### src/rtl/sram_port_arbiter.sv
// Two-requester round-robin front end for a single-port SRAM macro with light-sleep control.
// Every macro pin is driven from a flop; read data returns tagged with the requester id.
`timescale 1ns/1ps
module sram_port_arbiter #(
  parameter int AW       = 8,
  parameter int DW       = 32,
  parameter int IDLE_SLP = 16,
  parameter int WAKE_CYC = 2
) (
  input  logic              CLK,
  input  logic              RST,
  input  logic [1:0]        req_valid,
  output logic [1:0]        req_ready,
  input  logic [1:0]        req_we,
  input  logic [2*AW-1:0]   req_addr,
  input  logic [2*DW-1:0]   req_wdata,
  input  logic [2*DW/8-1:0] req_wmask,
  output logic              rsp_valid,
  output logic              rsp_id,
  output logic [DW-1:0]     rsp_rdata,
  output logic              sram_ceb,
  output logic              sram_web,
  output logic [AW-1:0]     sram_a,
  output logic [DW-1:0]     sram_d,
  output logic [DW-1:0]     sram_bweb,
  output logic              sram_slp,
  input  logic [DW-1:0]     sram_q,
  output logic              busy
);
  localparam int MW  = DW / 8;
  localparam int ICW = (IDLE_SLP > 1) ? $clog2(IDLE_SLP) : 1;
  localparam int WCW = (WAKE_CYC > 1) ? $clog2(WAKE_CYC) : 1;
  localparam logic [ICW-1:0] IDLE_LAST = ICW'(IDLE_SLP - 1);
  localparam logic [WCW-1:0] WAKE_LAST = WCW'(WAKE_CYC - 1);

  typedef enum logic [1:0] {ACTIVE, SLEEP, WAKE} state_e;

  function automatic logic [DW-1:0] expand_mask(input logic [MW-1:0] m);
    logic [DW-1:0] e;
    for (int b = 0; b < MW; b++) e[b*8 +: 8] = {8{m[b]}};
    return e;
  endfunction

  state_e         state_q, state_d;
  logic           rr_ptr_q, rr_ptr_d;
  logic [ICW-1:0] idle_cnt_q, idle_cnt_d;
  logic [WCW-1:0] wake_cnt_q, wake_cnt_d;
  logic           ceb_q, ceb_d, web_q, web_d, slp_q, slp_d;
  logic [AW-1:0]  a_q, a_d;
  logic [DW-1:0]  d_q, d_d, bweb_q, bweb_d;
  logic           rd1_q, rd1_d, id1_q, id1_d, rd2_q, rd2_d, id2_q, id2_d;
  logic           rsp_valid_q, rsp_valid_d, rsp_id_q, rsp_id_d;
  logic [DW-1:0]  rsp_rdata_q, rsp_rdata_d;

  logic           grant_vld, grant_id, sel_we, in_flight;
  logic [AW-1:0]  sel_addr;
  logic [DW-1:0]  sel_wdata;
  logic [MW-1:0]  sel_wmask;

  // Round-robin pick: preferred requester first, otherwise the other one.
  always_comb begin
    grant_vld = 1'b0;
    grant_id  = 1'b0;
    if (state_q == ACTIVE) begin
      if (req_valid[rr_ptr_q]) begin
        grant_vld = 1'b1;
        grant_id  = rr_ptr_q;
      end else if (req_valid[~rr_ptr_q]) begin
        grant_vld = 1'b1;
        grant_id  = ~rr_ptr_q;
      end
    end
  end

  assign req_ready = (grant_vld && !RST) ? (grant_id ? 2'b10 : 2'b01) : 2'b00;
  assign sel_we    = grant_id ? req_we[1] : req_we[0];
  assign sel_addr  = grant_id ? req_addr[AW +: AW] : req_addr[0 +: AW];
  assign sel_wdata = grant_id ? req_wdata[DW +: DW] : req_wdata[0 +: DW];
  assign sel_wmask = grant_id ? req_wmask[MW +: MW] : req_wmask[0 +: MW];
  assign in_flight = ~ceb_q | rd2_q;

  always_comb begin
    state_d     = state_q;
    rr_ptr_d    = rr_ptr_q;
    idle_cnt_d  = idle_cnt_q;
    wake_cnt_d  = wake_cnt_q;
    ceb_d       = 1'b1;
    web_d       = 1'b1;
    a_d         = a_q;
    d_d         = d_q;
    bweb_d      = bweb_q;
    slp_d       = slp_q;
    rd1_d       = 1'b0;
    id1_d       = id1_q;
    rd2_d       = rd1_q;
    id2_d       = id1_q;
    rsp_valid_d = rd2_q;
    rsp_id_d    = rd2_q ? id2_q : rsp_id_q;
    rsp_rdata_d = rd2_q ? sram_q : rsp_rdata_q;
    case (state_q)
      ACTIVE: begin
        if (grant_vld) begin
          ceb_d    = 1'b0;
          web_d    = ~sel_we;
          a_d      = sel_addr;
          d_d      = sel_wdata;
          bweb_d   = sel_we ? ~expand_mask(sel_wmask) : '1;
          rd1_d    = ~sel_we;
          id1_d    = grant_id;
          rr_ptr_d = ~grant_id;
        end
        // Idle time only accrues once the macro pipeline has drained.
        if (|req_valid) begin
          idle_cnt_d = '0;
        end else if (!in_flight) begin
          if (idle_cnt_q == IDLE_LAST) begin
            state_d    = SLEEP;
            slp_d      = 1'b1;
            idle_cnt_d = '0;
          end else begin
            idle_cnt_d = idle_cnt_q + 1'b1;
          end
        end
      end
      SLEEP: begin
        if (|req_valid) begin
          state_d    = WAKE;
          slp_d      = 1'b0;
          wake_cnt_d = '0;
        end
      end
      WAKE: begin
        if (wake_cnt_q == WAKE_LAST) state_d = ACTIVE;
        else wake_cnt_d = wake_cnt_q + 1'b1;
      end
      default: state_d = ACTIVE;
    endcase
  end

  always_ff @(posedge CLK or posedge RST) begin
    if (RST) begin
      state_q     <= ACTIVE;
      rr_ptr_q    <= 1'b0;
      idle_cnt_q  <= '0;
      wake_cnt_q  <= '0;
      ceb_q       <= 1'b1;
      web_q       <= 1'b1;
      a_q         <= '0;
      d_q         <= '0;
      bweb_q      <= '1;
      slp_q       <= 1'b0;
      rd1_q       <= 1'b0;
      id1_q       <= 1'b0;
      rd2_q       <= 1'b0;
      id2_q       <= 1'b0;
      rsp_valid_q <= 1'b0;
      rsp_id_q    <= 1'b0;
      rsp_rdata_q <= '0;
    end else begin
      state_q     <= state_d;
      rr_ptr_q    <= rr_ptr_d;
      idle_cnt_q  <= idle_cnt_d;
      wake_cnt_q  <= wake_cnt_d;
      ceb_q       <= ceb_d;
      web_q       <= web_d;
      a_q         <= a_d;
      d_q         <= d_d;
      bweb_q      <= bweb_d;
      slp_q       <= slp_d;
      rd1_q       <= rd1_d;
      id1_q       <= id1_d;
      rd2_q       <= rd2_d;
      id2_q       <= id2_d;
      rsp_valid_q <= rsp_valid_d;
      rsp_id_q    <= rsp_id_d;
      rsp_rdata_q <= rsp_rdata_d;
    end
  end

  assign sram_ceb  = ceb_q;
  assign sram_web  = web_q;
  assign sram_a    = a_q;
  assign sram_d    = d_q;
  assign sram_bweb = bweb_q;
  assign sram_slp  = slp_q;
  assign rsp_valid = rsp_valid_q;
  assign rsp_id    = rsp_id_q;
  assign rsp_rdata = rsp_rdata_q;
  assign busy      = (state_q != ACTIVE) | in_flight;

endmodule

### config.mk
export PLATFORM = sky130hd
export DESIGN_NAME = sram_port_arbiter
export DESIGN_NICKNAME = d
export VERILOG_FILES = /design/src/rtl/sram_port_arbiter.sv
export SDC_FILE = /design/constraint.sdc
export NUM_CORES = 1
export LEC_CHECK = 0
export CORE_ASPECT_RATIO = 0.8
export CORE_MARGIN = 3
export CORE_UTILIZATION = 35
export CTS_BUF_LIST = sky130_fd_sc_hd__clkbuf_16
export DETAILED_ROUTE_END_ITERATION = 16
export PLACE_DENSITY = 0.78
export SYNTH_ARGS = -nofsm -noshare
export SYNTH_HDL_FRONTEND = slang
export SYNTH_SLANG_ARGS = --single-unit
### constraint.sdc
create_clock -name CLK -period 3.9 [get_ports CLK]
set_clock_uncertainty 0.1 [all_clocks]
set_input_delay 0.78 -clock CLK [delete_from_list [all_inputs] [get_ports CLK]]
set_output_delay 0.78 -clock CLK [all_outputs]
set_load 0.03 [all_outputs]
==> run summary, run 1 <==
The run gives 0 as the antenna cell count. By area the synthesized netlist is led by sky130_fd_sc_hd__dfrtp_1, sky130_fd_sc_hd__a221o_1, sky130_fd_sc_hd__mux2_2. TritonCTS built the clock tree. At the end of routability-driven placement, the weighted congestion stood at 0.821. The number of DRC markers in iteration 0 is 143, and the routed via count is 3428. Counting every net in the synthesized netlist gives 443. Port buffering added 237 buffers. Setup violations remaining at the end of the flow were counted as 0.

CTS built an H-tree with a depth of 3. The run gives 0.288 as the share of total power in the clock network. The transition time at the pin with the least slew margin was 0.842 ns; the power share of the sequential group was 0.392.

Along the worst path, the maximum fanout reaches 6. On the final layout, the worst hold slack is 0.248 ns. The depth of the most critical reg-to-reg path was 4.

238 I/O pins were placed. The number of buffers inserted to repair setup after CTS is 0, and the instance count along the most critical hold path is 0. The largest total area in the synthesized netlist belongs to sky130_fd_sc_hd__dfrtp_1. The worst setup path is of the input pin to output pin kind. The floorplan row count was 34. Clock-pin slew was measured on the worst setup and hold paths at 0.06 ns.

The switching share of power is 0.308. The initial antenna violation count is 0, and the die area is 0.0131 mm². Cell chosen for the clock root: sky130_fd_sc_hd__clkbuf_16.

In this run, post-CTS hold repair placed 0 buffers. The tightest min-delay check is of the register to register type. The sequential fraction of the synthesis area is 0.568. The minimum clock period after layout works out to 3.56 ns. Total global routing track utilization: 0.182.

The synthesized netlist cell count is 316, and the post-cts repair resize count is 0. The logs give 0 for the number of hold violations in the final report and 9 for the number of CTS-inserted buffers. The run gives 0.33 ns as the clock latency of the later-clocked register in the worst-skew pair. The tools report the wire length of the first global-routing pass as 18900 µm. For the number of library cell types mapped by synthesis, the log shows 37. The fraction of the cycle the final worst path needs was 0.913; the number of max-cap violations was 0. The power spent charging and discharging nets was 0.907 mW.

The number of nets at the end of the flow is 647. Capturing element type of the critical path: an output pin. The run gives 0.438 as the worst slew slack as a fraction of its limit. The internal power of the cells is 2.04 mW, and the layout overhead on the synthesized area is 62.8%. Before antenna repair, the detailed router went through 4 iterations.

The area share of the largest cell type after synthesis is 0.530. Counting every sink on the clock net gives 93. The ratio of cells with drive above 1 in the final layout is 0.126. The logs give 0.00411 mm² for the cell area after synthesis and 0 for the number of synthesis warnings. In this run the remaining antenna-violating nets after routing total 0. The run gives 281 MHz as the maximum operating frequency. The logs give 0 for the total count of max-transition violations in the final report and 2 for the deepest clock path buffer count. For the worst setup path, the data required time is 3.02 ns. The via count of the first global-routing pass came out at 3534.

The run finished with clean final reports. The detailed-route wire length came out at 12200 µm. After synthesis, the mean cell area works out to 13.0 µm².

The synthesized design contains 0 enable-type register cells. Most frequently used flop master after synthesis: sky130_fd_sc_hd__dfrtp_1. The maximum number of pins on one net before global-route repair is 66. After detailed routing, the number of vias per cell comes to 5.13. The setup TNS is 0 ns. The worst setup path is launched from an input pin. The number of design rule violations left after detail routing was 0; the overflow left after global routing was 0.

Data arrives at the worst endpoint at 2.68 ns. Portion of total power attributed to combinational logic: 0.319. In the final routed layout, each cell accounts on average for 18.2 µm. Peak supply drop: 281 µV.

In this run, synthesis produced a sequential element count of 93. The run gives 0.0111 mm² as the standard cell core area. The wire-length estimate of the detail-placed layout is 9060 µm.

Proportion of synthesized flip-flops having asynchronous set or reset: 1.00. In this run the power density over the cells is 440 mW/mm². The effective utilization at floorplan was 0.369; the leakage power total was 2.71 nW. Setup repair after global routing left no endpoint under its margin. The vertical die dimension came out at 103 µm.

The die outline width came out at 127 µm.
## per-layer routing
metal  up-vias  share of wire  track usage
met5         -              0            0
met4         0          0.014       0.0453
met3        12          0.091       0.0658
met2       168           0.47        0.300
met1      1669           0.42        0.232
li1       1579              -            -
## metrics by stage
step	setup WS, ns	utilization	area (µm²)	std cells	power, mW
4_1_cts	0.343	0.601	6700	668	2.98
5_1_grt	0.261	0.601	6700	668	3.07
3_3_place_gp	0.359	0.575	6410	653	2.10
6_report	0.340	0.601	6700	668	2.94
2_1_floorplan	0.412	-	4120	316	1.68
3_5_place_dp	0.346	0.575	6410	653	2.12
## layout by cell type, fill, tap and decap left out, types with 2 or more instances in the layout
cell type / n
sky130_fd_sc_hd__a221oi_1: 4
sky130_fd_sc_hd__mux2_2: 34
sky130_fd_sc_hd__inv_1: 3
sky130_fd_sc_hd__dfstp_2: 6
sky130_fd_sc_hd__nor2_1: 2
sky130_fd_sc_hd__and3_1: 3
sky130_fd_sc_hd__nor2b_1: 2
sky130_fd_sc_hd__clkdlybuf4s50_1: 237
sky130_fd_sc_hd__and4_1: 2
sky130_fd_sc_hd__a221o_1: 40
sky130_fd_sc_hd__dfrtp_1: 87
sky130_fd_sc_hd__buf_4: 7
sky130_fd_sc_hd__clkbuf_16: 9
sky130_fd_sc_hd__a21boi_0: 41
sky130_fd_sc_hd__clkinv_2: 2
sky130_fd_sc_hd__o21ai_0: 6
sky130_fd_sc_hd__a21o_1: 2
sky130_fd_sc_hd__nor2_4: 2
sky130_fd_sc_hd__inv_6: 2
sky130_fd_sc_hd__nor3_1: 6
sky130_fd_sc_hd__a21oi_1: 7
sky130_fd_sc_hd__nand2b_1: 2
## worst paths after layout
check / from / end / slack (ns)
worst min register to register: rd1_q / rd2_q / 0.25
worst max-delay path: req_valid[1] / req_ready[1] / 0.34
max in group asynchronous: RST / sram_d[1] / 1.68
min in group asynchronous: RST / sram_d[23] / 0.84
worst max register to register: state_q[1] / sram_d[20] / 1.65
worst min-delay path: rd1_q / rd2_q / 0.25
## power by group through the flow
stage                     combinational [mW]  sequential (mW)  clock (mW)
after CTS                              0.950             1.16       0.871
after detailed placement               0.949             1.17           0
final                                  0.941             1.16       0.849
after global placement                 0.935             1.16           0
after global routing                   0.985             1.17       0.916
after floorplan                        0.294             1.39           0
## Yosys cell counts, drive strengths merged (2+ instances only)
cell type	n
dfrtp	87
a21boi	41
a221o	40
buf	38
mux2	34
clkbuf	13
a21oi	7
dfstp	6
nor3	6
o21ai	6
a221oi	4
inv	4
nor2	4
and3	3
a21o	2
and4	2
nand2b	2
nor2b	2
## critical path: stages
cell	delay, ns
sky130_fd_sc_hd__clkdlybuf4s50_1	0.55
sky130_fd_sc_hd__or3b_1	0.47
sky130_fd_sc_hd__nor3_1	0.16
sky130_fd_sc_hd__clkdlybuf4s50_1	0.71
## cell families (layout without fill, tap and decap cells)
group / Yosys count / in the layout / share of synthesized area
compound gates: 105 / 105 / 0.210
flops: 93 / 93 / 0.568
buf+inv: 55 / 263 / 0.0825
mux: 34 / 34 / 0.0931
simple gates: 28 / 28 / 0.0435
fa+ha+maj: 1 / 1 / 0.00304
## final cells by class
type                    instances  area, µm²
clock buffers                   9        225
clock inverters                 6       61.3
fillers                       910       4450
inverters                       4       18.8
multi-input cells             168       1450
flip-flops and latches         93       2330
well taps                     144        180
repair buffers                244       2420
## state kept, by name, summed over array words and instances, names as in the netlist
register / cells
id1_q: 1
id2_q: 1
idle_cnt_q: 4
rd1_q: 1
rd2_q: 1
rr_ptr_q: 1
rsp_id: 1
rsp_rdata: 32
rsp_valid: 1
sram_a: 8
sram_bweb: 4
sram_ceb: 1
sram_d: 32
sram_slp: 1
sram_web: 1
state_q: 2
wake_cnt_q: 1
Power figures use the tool's default switching activity.
==> inputs of run 2 (changes only) <==
HOLD_SLACK_MARGIN = 0.12   (was unset)
==> results of run 2 <==
No change in the layout: final DEF, timing and power equal those of run 1.
==> inputs of run 3 (changes only) <==
CAP_MARGIN = 0   (was unset)
==> results of run 3 <==
No change in the layout: final DEF, timing and power equal those of run 1.
